### config.mk
export PLATFORM = sky130hd
export DESIGN_NAME = i2c_phase_timer
export DESIGN_NICKNAME = d
export VERILOG_FILES = /design/src/rtl/i2c_phase_timer_pkg.sv /design/src/rtl/i2c_tick_counter.sv /design/src/rtl/i2c_phase_timer.sv
export SDC_FILE = /design/constraint.sdc
export NUM_CORES = 1
export LEC_CHECK = 0
export BUFFER_PORTS_ARGS = -buffer_cell sky130_fd_sc_hd__buf_2
export CORE_MARGIN = 1
export CORE_UTILIZATION = 40
export CTS_CLUSTER_DIAMETER = 120
export DETAILED_ROUTE_END_ITERATION = 8
export PLACE_DENSITY_LB_ADDON = 0.1
export RECOVER_POWER = 50
export SETUP_SLACK_MARGIN = 0.2
export SYNTH_ARGS = -nofsm -noshare
export SYNTH_HDL_FRONTEND = slang
export SYNTH_HIERARCHICAL = 1
export SYNTH_SLANG_ARGS = --single-unit
export TNS_END_PERCENT = 50
### constraint.sdc
create_clock -name clk -period 3.2 [get_ports clk]
set_clock_uncertainty 0.2 [all_clocks]
set_input_delay 0 -clock clk [delete_from_list [all_inputs] [get_ports clk]]
set_output_delay 0 -clock clk [all_outputs]
set_load 0.005 [all_outputs]
### src/rtl/i2c_phase_timer_pkg.sv
// Shared definitions for the I2C phase timer: run-mode encodings and FSM states.
package i2c_phase_timer_pkg;

  // Run modes as seen on the mode input and held in the mode shadow register
  localparam logic MODE_PERIODIC = 1'b0;
  localparam logic MODE_ONESHOT  = 1'b1;

  // Timer control states: idle until started, running until a burst completes
  typedef enum logic {
    ST_IDLE = 1'b0,
    ST_RUN  = 1'b1
  } timer_state_e;

endpackage

### src/rtl/i2c_tick_counter.sv
// Loadable down-counter with hold. The zero flag marks the final tick of a phase.
module i2c_tick_counter
  import i2c_phase_timer_pkg::*;
#(
  parameter int SIZE = 8
) (
  input  logic            clk,
  input  logic            rst,
  input  logic            load,
  input  logic [SIZE-1:0] load_val,
  input  logic            en,
  output logic            zero
);

  logic [SIZE-1:0] cnt_reg;

  // Load has priority; otherwise count down while enabled and stop at zero
  always_ff @(posedge clk) begin
    if (rst) begin
      cnt_reg <= '0;
    end else if (load) begin
      cnt_reg <= load_val;
    end else if (en && (cnt_reg != '0)) begin
      cnt_reg <= cnt_reg - SIZE'(1);
    end
  end

  assign zero = (cnt_reg == '0);

endmodule

### src/rtl/i2c_phase_timer.sv
// I2C phase timer: splits each bit into NPHASE timed phases (low half, then high
// half), pulses at each phase and bit end, freezes on stop, periodic or one-shot.
module i2c_phase_timer
  import i2c_phase_timer_pkg::*;
#(
  parameter int SIZE   = 8,
  parameter int NPHASE = 4,
  parameter int BW     = 4
) (
  input  logic                      clk,
  input  logic                      rst,
  input  logic                      start,
  input  logic                      stop,
  input  logic                      mode,
  input  logic [SIZE-1:0]           ticks_low,
  input  logic [SIZE-1:0]           ticks_high,
  input  logic [BW-1:0]             bits,
  output logic                      out,
  output logic                      bit_done,
  output logic                      done,
  output logic                      busy,
  output logic [$clog2(NPHASE)-1:0] phase
);

  localparam int PW = $clog2(NPHASE);
  localparam logic [PW-1:0] LAST_PHASE = PW'(NPHASE - 1);

  timer_state_e    state_reg, state_next;

  logic [SIZE-1:0] low_sh_reg;
  logic [SIZE-1:0] high_sh_reg;
  logic            mode_sh_reg;
  logic [BW-1:0]   bits_sh_reg;

  logic [PW-1:0]   phase_reg;
  logic [BW-1:0]   bit_cnt_reg;
  logic            out_reg;
  logic            bit_done_reg;
  logic            done_reg;

  logic            run_en;
  logic            cnt_zero;
  logic            phase_end;
  logic            last_phase;
  logic [PW-1:0]   new_phase;
  logic [BW-1:0]   eff_bits;
  logic            final_bit;
  logic            burst_end;
  logic            cnt_load;
  logic [SIZE-1:0] cnt_load_val;
  logic [SIZE-1:0] phase_ticks [NPHASE];

  // Per-phase tick table: first half of the bit uses the low count, second half the high
  for (genvar gi = 0; gi < NPHASE; gi++) begin : g_phase_ticks
    if (gi < NPHASE / 2) begin : g_low
      assign phase_ticks[gi] = low_sh_reg;
    end else begin : g_high
      assign phase_ticks[gi] = high_sh_reg;
    end
  end

  // Start takes the edge, so the counter only counts on edges without start or stop
  assign run_en     = busy && !stop && !start;
  assign phase_end  = run_en && cnt_zero;
  assign last_phase = (phase_reg == LAST_PHASE);
  assign new_phase  = last_phase ? '0 : phase_reg + PW'(1);
  assign eff_bits   = (bits_sh_reg == '0) ? BW'(1) : bits_sh_reg;
  assign final_bit  = (bit_cnt_reg == eff_bits - BW'(1));
  assign burst_end  = phase_end && last_phase && (mode_sh_reg == MODE_ONESHOT) && final_bit;

  // At the end of a burst the counter is left alone (already zero) while the timer idles
  assign cnt_load     = start || (phase_end && !burst_end);
  assign cnt_load_val = start ? ticks_low : phase_ticks[new_phase];

  i2c_tick_counter #(
    .SIZE(SIZE)
  ) u_tick_counter (
    .clk      (clk),
    .rst      (rst),
    .load     (cnt_load),
    .load_val (cnt_load_val),
    .en       (run_en),
    .zero     (cnt_zero)
  );

  // Control state register
  always_ff @(posedge clk) begin
    if (rst) begin
      state_reg <= ST_IDLE;
    end else begin
      state_reg <= state_next;
    end
  end

  // Next state: start (re)enters run from anywhere, a finished burst returns to idle
  always_comb begin
    state_next = state_reg;
    if (start) begin
      state_next = ST_RUN;
    end else if (burst_end) begin
      state_next = ST_IDLE;
    end
  end

  // Shadow registers: configuration is sampled only on start
  always_ff @(posedge clk) begin
    if (rst) begin
      low_sh_reg  <= '0;
      high_sh_reg <= '0;
      mode_sh_reg <= MODE_PERIODIC;
      bits_sh_reg <= '0;
    end else if (start) begin
      low_sh_reg  <= ticks_low;
      high_sh_reg <= ticks_high;
      mode_sh_reg <= mode;
      bits_sh_reg <= bits;
    end
  end

  // Phase and bit counters advance on each phase end; the last phase wraps to 0
  always_ff @(posedge clk) begin
    if (rst || start) begin
      phase_reg   <= '0;
      bit_cnt_reg <= '0;
    end else if (phase_end) begin
      phase_reg <= new_phase;
      if (last_phase) begin
        bit_cnt_reg <= bit_cnt_reg + BW'(1);
      end
    end
  end

  // Registered single-cycle pulses; a restart suppresses any pulse on that edge
  always_ff @(posedge clk) begin
    if (rst || start) begin
      out_reg      <= 1'b0;
      bit_done_reg <= 1'b0;
      done_reg     <= 1'b0;
    end else begin
      out_reg      <= phase_end;
      bit_done_reg <= phase_end && last_phase;
      done_reg     <= burst_end;
    end
  end

  assign out      = out_reg;
  assign bit_done = bit_done_reg;
  assign done     = done_reg;
  assign busy     = (state_reg == ST_RUN);
  assign phase    = phase_reg;

endmodule
==> results of run 1 <==
-- stage by stage --
stage / power (W) / setup slack [ps] / instance area (µm²)
detailed placement: 0.0006864 / 146.8 / 2180
finish: 0.001040 / 351.8 / 2516
floorplan: 0.0006464 / 238.7 / 1962
CTS: 0.001054 / 224.1 / 2516
global route: 0.001098 / 177.7 / 2516
global placement: 0.0006862 / 193.6 / 2180
-- area by class of cell --
class | count | area (µm²) | area share (%)
Multi-Input combinational cell | 159 | 1139 | 45.25
Sequential cell | 39 | 780.7 | 31.03
Timing Repair Buffer | 57 | 399.1 | 15.86
Tap cell | 67 | 83.83 | 3.332
Clock buffer | 6 | 82.58 | 3.282
Inverter | 7 | 26.28 | 1.044
Clock inverter | 1 | 5.005 | 0.1989
-- power by group --
| group | internal, W | total, W | switching (W) |
|---|---|---|---|
| Clock | 0.000169 | 0.000336 | 0.000166 |
| Combinational | 0.0000914 | 0.000174 | 0.0000828 |
| Sequential | 0.000509 | 0.000531 | 0.0000216 |
| Total | 0.000770 | 0.00104 | 0.000271 |
-- worst max-delay path: stages, from the launching register on --
cell and delay [ps]:
dfxtp_1 330, or4_4 560, nor4_4 150, and4bb_2 300, nand2_4 90, a2111oi_4 230, o21bai_2 130, buf_4 180
or3_2 470, a21oi_1 140
-- kinds of logic (layout without fill, tap and decap cells) --
| kind of cell | count (synthesis) | in the layout | share of synthesized area (%) |
|---|---|---|---|
| mux | 22 | 22 | 11.27 |
| compound gates | 42 | 42 | 14.41 |
| buf+inv | 19 | 71 | 3.715 |
| xor+xnor | 9 | 9 | 4.741 |
| flops | 39 | 39 | 39.97 |
| simple gates | 81 | 81 | 22.68 |
| fa+ha+maj | 5 | 5 | 3.203 |
-- path summary, 6_finish.rpt --
kind                                                        startpoint                                      to  slack [ps]  cells past startpoint
worst max-delay path            u_tick_counter/cnt_reg[5]$_SDFFE_PP0P_  u_tick_counter/cnt_reg[2]$_SDFFE_PP0P_         350                      9
worst min-delay path                                               rst             high_sh_reg[7]$_SDFFE_PP0P_          30                      2
worst max register to register  u_tick_counter/cnt_reg[5]$_SDFFE_PP0P_  u_tick_counter/cnt_reg[2]$_SDFFE_PP0P_         350                      9
worst min register to register              low_sh_reg[5]$_SDFFE_PP0P_              low_sh_reg[5]$_SDFFE_PP0P_         270                      2
-- placed cells by master (no fill, tap or decap), types with 2 or more instances in the layout --
cell type	synthesis	routed
dfxtp_1	39	39
nor2_1	27	27
buf_2	1	26
mux2i_1	22	22
dlygate4sd3_1	0	22
a21oi_1	17	17
nand2_1	17	16
o21ai_1	8	8
nand2b_1	8	8
inv_1	6	6
clkbuf_8	0	6
xor2_1	5	5
ha_1	5	5
clkbuf_1	9	5
nor3b_1	4	4
nand3_1	4	4
buf_4	0	4
a311oi_1	3	3
xnor2_1	3	3
o21ai_0	3	3
o21a_1	2	2
nor3_1	2	2
or4_4	2	2
a211oi_1	2	2
or4_2	2	2
or4_1	2	2
or3_2	2	2
-- per-layer routing --
| layer | GRT usage [%] | share of wire [%] | up-vias |
|---|---|---|---|
| met5 | 0 | 0 | - |
| met4 | 5.229 | 1.3 | 0 |
| met3 | 4.360 | 3.0 | 6 |
| met2 | 28.62 | 42 | 26 |
| met1 | 24.41 | 54 | 744 |
| li1 | - | - | 866 |
-- what timing repair did --
item	in CTS	in global routing
pin swaps	2	1
hold buffers	22	0
endpoints found under the setup margin	3	7
buffers inserted	1	0
endpoints found under the hold margin	30	0
gates resized for setup	2	2
==> results.yml, run 1 <==
synth:
  synthArstFlopShare_pct: 0
  synth_seq_cells: 39
  synthTopCellsByArea: "dfxtp_1, mux2i_1, nor2_1"
  yosys.area.top_type: "dfxtp_1"
  syn_inst: 217
  yosysTopAreaCellShare_pct: 39.97
  syn_nets: 247
  synth.most_common_cell: "dfxtp_1"
  synth_edf_count: 0
  syn_avg_cell_area_um2: 9.001
  synth_seq_area_share_pct: 39.97
  synthTopCellsByCount: "dfxtp_1, nor2_1, mux2i_1"
  synth_ff_type: "dfxtp_1"
  synth_area_um2: 1953
  yosysWarnings: 6
  synth.distinct_cells: 44
finish:
  n_antenna_cell: 0
  post-route-util_pct: 53.27
  area_growth_pct: 28.83
  fillers: 453
  drive_gt1_share_pct: 19.70
  instances_no_fill: 336
  final_net_count: 299
hold_path:
  min_path_type: "in -> reg"
setup_path:
  critPathKind: "reg -> reg"
  endpoint_kind: "register"
  required_ps: 3220
  crit_arrival_ps: 2870
  cp-start-kind: "register"
  cp_max_fo: 9
cts:
  clock_path_buffers: 2
  numCtsBuffers: 5
  cts-root-buf: "clkbuf_8"
  cts_tree: "built"
  clk_pin_slew_ps: 70
  clk_latency_ps: 290
  cts_max_level: 2
  clock_sinks: 39
sta:
  hold_violations: 0
  min_period_ps: 2848
  worst_pin_slew_ps: 1114
  drv_slew: 0
  rsz0062_at_grt: "no"
  min_period_over_period_pct: 89.01
  max_freq_mhz: 351.1
  fin_tns_setup_ps: 0
  slew_headroom_pct: 25.72
  hold_slack_ps: 28.49
  setup_violations: 0
pwr:
  leakagePower_nw: 1.007
  p_per_area_nw_per_um2: 413.4
  ir_worst_vdd_mv: 0.2600
route:
  ant_nets: 0
  totalWireLength_um: 4147
  first_pass_iters: 4
  drc: 0
  wire_per_inst_um: 12.34
  num_vias: 1642
  vias_per_cell: 4.887
  drt_iter0_markers: 81
floorplanning:
  start_util_pct: 41.35
  die_h_um: 71.88
  rows: 25
  pin_count: 31
  die_x_um: 71.88
  core_um2: 4723
  die_area_um2: 5166
global_routing:
  overflow: 0
  grt_first_pass_wirelength_um: 7182
  grt_pass1_vias: 1613
  antenna_found_initial: 0
  grt_max_degree: 36
  grtUsageTotal_pct: 18.02
run:
  cap_violations: 0
outcome:
  status: "finished clean"
place:
  numPortBuffers: 30
  dpl.hpwl_um: 2748
  gp_congestion: 0.7499
  dpl.cell_count: 306
No activity file was read; power rests on OpenSTA's default activity.
==> run 2: changes to the inputs <==
--- a/config.mk
+++ b/config.mk
@@ -10,11 +10,11 @@
 export CORE_UTILIZATION = 40
 export CTS_CLUSTER_DIAMETER = 120
 export DETAILED_ROUTE_END_ITERATION = 8
+export GPL_TIMING_DRIVEN = 1
 export PLACE_DENSITY_LB_ADDON = 0.1
 export RECOVER_POWER = 50
 export SETUP_SLACK_MARGIN = 0.2
 export SYNTH_ARGS = -nofsm -noshare
 export SYNTH_HDL_FRONTEND = slang
-export SYNTH_HIERARCHICAL = 1
 export SYNTH_SLANG_ARGS = --single-unit
 export TNS_END_PERCENT = 50
==> results.yml, run 2 <==
setup_path:
  crit_top_cell: "nor3_1"
  r2r_cells: 8
  r2r_end: "u_tick_counter.cnt_reg[7]$_SDFFE_PP0P_"
  slowest_delay_ps: 510
  required_ps: 3180
  reg2reg_slack_ps: 690
  endpoint_kind: "register"
  cp-start-kind: "register"
  r2r_start: "bits_sh_reg[3]$_SDFFE_PP0P_"
  cp_max_fo: 5
  crit_chain: "nor3_1 > nor2_1 > ha_1 > xor2_1 > nand3_1 > nor3_1 > a21o_1 > mux2_4"
  critPathKind: "reg -> reg"
  crit_arrival_ps: 2490
  slowest_stage: "nor3_1"
route:
  drt_iter0_markers: 42
  first_pass_iters: 4
  num_vias: 1618
  wire_per_inst_um: 12.55
  vias_per_cell: 4.815
  drc: 0
  ant_nets: 0
  totalWireLength_um: 4218
synth:
  synthTopCellsByCount: "nor2_1, dfxtp_1, mux2i_1"
  synth_ff_type: "dfxtp_1"
  syn_inst: 220
  synth.most_common_cell: "nor2_1"
  yosysTopAreaCellShare_pct: 38.78
  synth_seq_cells: 39
  synth-xor-area-share_pct: 5.221
  synthAdderAreaFrac_pct: 3.108
  synth_seq_area_share_pct: 38.78
  synth_mux_area_share_pct: 17.46
  yosys.area.top_type: "dfxtp_1"
  synth_top_family_by_area: "simple AND/OR/NAND/NOR gates"
  synth-compound-area-share_pct: 10.50
  yosysWarnings: 0
  synthTopCellsByArea: "dfxtp_1, mux2i_1, nor2_1"
  synth_simple_gate_area_share_pct: 20.88
  synth.distinct_cells: 41
  syn_avg_cell_area_um2: 9.151
  synth_edf_count: 0
  synthArstFlopShare_pct: 0
  syn_nets: 250
  synth_area_um2: 2013
finish:
  fin_area_um2: 2486
  n_antenna_cell: 0
  fillers: 480
  instances_no_fill: 336
  post-route-util_pct: 51.95
  final_net_count: 298
  final_common_cell: "nor2_1"
  layout_common_cells: "nor2_1, dfxtp_1, mux2i_1"
  area_growth_pct: 23.49
  drive_gt1_share_pct: 18.96
cts:
  clk_latency_ps: 290
  cts_setup_buffers: 0
  cts-root-buf: "clkbuf_8"
  clk_pin_slew_ps: 70
  clock_sinks: 39
  numCtsBuffers: 5
  cts_max_level: 2
  cts_tree: "built"
  clock_path_buffers: 2
global_routing:
  antenna_found_initial: 0
  overflow: 0
  grt_pass1_vias: 1544
  grtUsageTotal_pct: 18.04
  grt_max_degree: 41
  grt_first_pass_wirelength_um: 7203
pwr:
  pwr-share-clk_pct: 33.3
  ir_worst_vdd_mv: 0.1874
  power_switching_w: 0.0002855
  leakagePower_nw: 1.019
  intPower_w: 0.0008052
  p_comb_share_pct: 17.8
  p_per_area_nw_per_um2: 438.7
  finalPower_w: 0.001091
  p_sw_share_pct: 26.18
  seq_power_share_pct: 48.9
floorplanning:
  pin_count: 31
  die_area_um2: 5321
  core_um2: 4786
  start_util_pct: 42.07
  die_x_um: 72.95
  die_h_um: 72.95
  rows: 25
outcome:
  status: "finished clean"
sta:
  min_period_ps: 2506
  fin_tns_setup_ps: 0
  worst_pin_slew_ps: 943.1
  min_period_over_period_pct: 78.32
  rsz0062_at_grt: "no"
  hold_violations: 0
  max_freq_mhz: 399.0
  setup_violations: 0
  drv_slew: 0
  slew_headroom_pct: 37.13
run:
  cap_violations: 0
hold_path:
  hp-start: "stop"
  holdPathStages: 5
  min_path_type: "in -> reg"
  worst_hold_path.endpoint: "phase[1]$_SDFFE_PP0P_"
place:
  numPortBuffers: 30
  dpl.hpwl_um: 2764
  place_area_um2: 2181
  dpl.cell_count: 307
  gp_congestion: 0.7121
run 2: cell families (layout without fill, tap and decap cells):
logic type,after synthesis,after routing
AND/OR/NAND/NOR,84,84
flip-flops,39,39
multiplexers,34,34
AO/OA/AOI/OAI,32,32
buffers and inverters,14,63
XOR/XNOR,12,12
adder cells (fa/ha/maj),5,5
run 2: per-layer routing:
| layer | up-vias | GRT usage, % | wire (µm) |
|---|---|---|---|
| li1 | 855 | - | - |
| met1 | 735 | 24.83 | 2268 |
| met2 | 23 | 27.21 | 1760 |
| met3 | 5 | 4.282 | 125 |
| met4 | 0 | 7.190 | 63 |
| met5 | - | 0 | 0 |
run 2: worst max path at each step:
stage,start,end,slack (ps),cells after the start
CTS,bits_sh_reg[3]$_SDFFE_PP0P_,u_tick_counter.cnt_reg[7]$_SDFFE_PP0P_,660,8
global route,bits_sh_reg[3]$_SDFFE_PP0P_,u_tick_counter.cnt_reg[7]$_SDFFE_PP0P_,520,8
finish,bits_sh_reg[3]$_SDFFE_PP0P_,u_tick_counter.cnt_reg[7]$_SDFFE_PP0P_,690,8
detailed placement,bits_sh_reg[3]$_SDFFE_PP0P_,u_tick_counter.cnt_reg[7]$_SDFFE_PP0P_,670,8
floorplan,bits_sh_reg[3]$_SDFFE_PP0P_,u_tick_counter.cnt_reg[7]$_SDFFE_PP0P_,840,8
global placement,bits_sh_reg[3]$_SDFFE_PP0P_,u_tick_counter.cnt_reg[7]$_SDFFE_PP0P_,720,8
run 2: critical path: cells and delay by family, from the launching register on:
| kind | cells | cell delay, ps |
|---|---|---|
| and+or+nand+nor | 4 | 860 |
| DFF | 1 | 350 |
| adders and majority gates | 1 | 300 |
| muxes | 1 | 300 |
| AOI/OAI and AO/OA | 1 | 260 |
| xor gates and xnor gates | 1 | 130 |
run 2: power groups by stage:
stage	combinational [W]	clock (W)	sequential, W
finish	0.000194	0.000364	0.000533
global route	0.000216	0.000399	0.000537
CTS	0.000195	0.000369	0.000533
detailed placement	0.000174	0	0.000545
global placement	0.000175	0	0.000544
floorplan	0.000140	0	0.000538
run 2: timing repair:
action,CTS,global route
hold endpoints to repair,27,0
hold buffers,21,0
gates resized for setup,0,0
run 2: layout make-up:
class / instances / area [µm²] / area share, %
clock buffers: 8 / 100.1 / 4.026
inverters: 4 / 15.01 / 0.6039
multi-input cells: 167 / 1151 / 46.30
flip-flops and latches: 39 / 780.7 / 31.40
well taps: 67 / 83.83 / 3.372
repair buffers: 51 / 355.3 / 14.29
run 2: stage by stage:
| step | setup slack (ps) | hold slack, ps |
|---|---|---|
| finish | 693.8 | 28.64 |
| global route | 523.8 | 50.41 |
| CTS | 662.1 | 13.38 |
| detailed placement | 671.9 | 44.02 |
| global placement | 715.5 | 36.75 |
| floorplan | 835.1 | -52.87 |
==> run 3: changes to the inputs <==
==> constraint.sdc (replaced) <==
create_clock -name clk -period 2.2 [get_ports clk]
set_clock_uncertainty 0.2 [all_clocks]
set_input_delay 0 -clock clk [delete_from_list [all_inputs] [get_ports clk]]
set_output_delay 0 -clock clk [all_outputs]
set_load 0.005 [all_outputs]
==> results.yml, run 3 (synthesis results as in run 2) <==
sta:
  setup_ws_ps: -25.37
  min_period_over_period_pct: 101.2
  slew_headroom_pct: 47.25
  max_freq_mhz: 449.4
  hold_violations: 0
  worst_pin_slew_ps: 791.2
  setup_violations: 6
  min_period_ps: 2225
  drv_slew: 0
  rsz0062_at_grt: "yes"
  fin_tns_setup_ps: -123.5
cts:
  cts_tree: "built"
  cts_max_level: 2
  clock_path_buffers: 2
  cts-root-buf: "clkbuf_8"
  clk_pin_slew_ps: 70
  clk_latency_ps: 290
  numCtsBuffers: 5
  clock_sinks: 39
setup_path:
  cp_max_fo: 5
  cp-start-kind: "register"
  critPathKind: "reg -> reg"
  endpoint_kind: "register"
  cp_num_buf_inv: 1
  crit_chain: "inv_2 > ha_4 > or4b_4 > nor3_4 > nor2_4 > a21oi_4 > mux2_4"
  slowest_delay_ps: 520
  slowest_stage: "or4b_4"
  crit_arrival_ps: 2210
  crit_family: "simple AND/OR/NAND/NOR gates"
  required_ps: 2180
floorplanning:
  start_util_pct: 42.07
  die_x_um: 72.95
  die_h_um: 72.95
  rows: 25
  pin_count: 31
  core_um2: 4786
  die_area_um2: 5321
route:
  first_pass_iters: 4
  num_vias: 1718
  wl_met1_um: 2307
  route.met2.wl_um: 1939
  met3WireLength_um: 111
  totalWireLength_um: 4399
  top_layer: "met4"
  drt_iter0_markers: 86
  vias_per_cell: 4.839
  drc: 0
  wire_per_inst_um: 12.39
  ant_nets: 0
pwr:
  power_switching_w: 0.0004349
  intPower_w: 0.001180
  ir_worst_vdd_mv: 0.3604
  pwr-share-clk_pct: 30.0
  p_comb_share_pct: 22.5
  leakagePower_nw: 1.164
  seq_power_share_pct: 47.5
  p_sw_share_pct: 26.93
  p_per_area_nw_per_um2: 587.4
run:
  cap_violations: 0
global_routing:
  overflow: 0
  grtUsageTotal_pct: 18.69
  antenna_found_initial: 0
  grt_max_degree: 39
  grt_first_pass_wirelength_um: 7493
  grt_pass1_vias: 1634
finish:
  drive_gt1_share_pct: 31.25
  fillers: 441
  instances_no_fill: 355
  final_net_count: 318
  layout_common_cells: "nor2_1, dfxtp_1, mux2i_1"
  n_antenna_cell: 0
  area_growth_pct: 36.54
  final_common_cell: "nor2_1"
place:
  numPortBuffers: 30
  gp_congestion: 0.7230
  dpl.hpwl_um: 2951
  dpl.cell_count: 324
hold_path:
  min_path_type: "in -> reg"
outcome:
  status: "complete, but fails checks"
  violations: "negative setup slack"
## run 3: path summary, 6_finish.rpt
check | start | end | slack (ps) | cells after the start
worst max-delay path | u_tick_counter.cnt_reg[1]$_SDFFE_PP0P_ | u_tick_counter.cnt_reg[4]$_SDFFE_PP0P_ | -30 | 7
worst min register to register | low_sh_reg[2]$_SDFFE_PP0P_ | low_sh_reg[2]$_SDFFE_PP0P_ | 270 | 2
worst max register to register | u_tick_counter.cnt_reg[1]$_SDFFE_PP0P_ | u_tick_counter.cnt_reg[4]$_SDFFE_PP0P_ | -30 | 7
worst min-delay path | stop | phase[1]$_SDFFE_PP0P_ | 20 | 5
## run 3: worst reg2reg max path, delay by kind of cell (launching register included)
kind | cells | cell delay (ps)
adders and majority gates | 1 | 120
muxes | 1 | 330
buffers and inverters | 1 | 70
and+or+nand+nor | 3 | 810
AOI/OAI and AO/OA | 1 | 270
DFF | 1 | 330
## run 3: final cells by class
type	count	area (µm²)	share of cell area, %
multi-input cells	167	1252	45.56
clock inverters	1	5.005	0.1821
repair buffers	71	523.0	19.03
well taps	67	83.83	3.050
flip-flops and latches	39	787.0	28.63
clock buffers	6	82.58	3.004
inverters	4	15.01	0.5462
## run 3: metal layers
layer	up-vias	global-route usage, %
li1	901	-
met1	783	26.34
met2	30	27.83
met3	4	5.387
met4	0	5.229
met5	-	0
## run 3: repair_timing
| action | 4_1_cts | 5_1_grt |
|---|---|---|
| setup buffers | 2 | 1 |
| hold buffers | 21 | 0 |
| pin swaps | 19 | 8 |
| hold endpoints to repair | 27 | 0 |
| endpoints found under the setup margin | 15 | 17 |
| resized for setup | 11 | 3 |
## run 3: stage by stage
| stage | hold WS (ps) | setup slack, ps | utilization, % | instance area (µm²) | power (W) |
|---|---|---|---|---|---|
| 5_1_grt | 27.54 | -135.2 | 57.44 | 2749 | 0.001704 |
| 3_3_place_gp | 30.41 | 7.588 | 49.67 | 2377 | 0.001091 |
| 4_1_cts | 2.203 | -26.19 | 57.07 | 2731 | 0.001625 |
| 6_report | 15.00 | -25.37 | 57.44 | 2749 | 0.001615 |
| 3_5_place_dp | 44.93 | -18.41 | 49.67 | 2377 | 0.001092 |
| 2_1_floorplan | -52.87 | 48.52 | - | 2069 | 0.001002 |
## run 3: power groups by stage
stage / registers [W] / clock network (W) / logic, W
after global placement: 0.000782 / 0 / 0.000308
final: 0.000767 / 0.000485 / 0.000363
after detailed placement: 0.000782 / 0 / 0.000310
after global routing: 0.000772 / 0.000532 / 0.000401
after CTS: 0.000767 / 0.000502 / 0.000357
after floorplan: 0.000785 / 0 / 0.000216
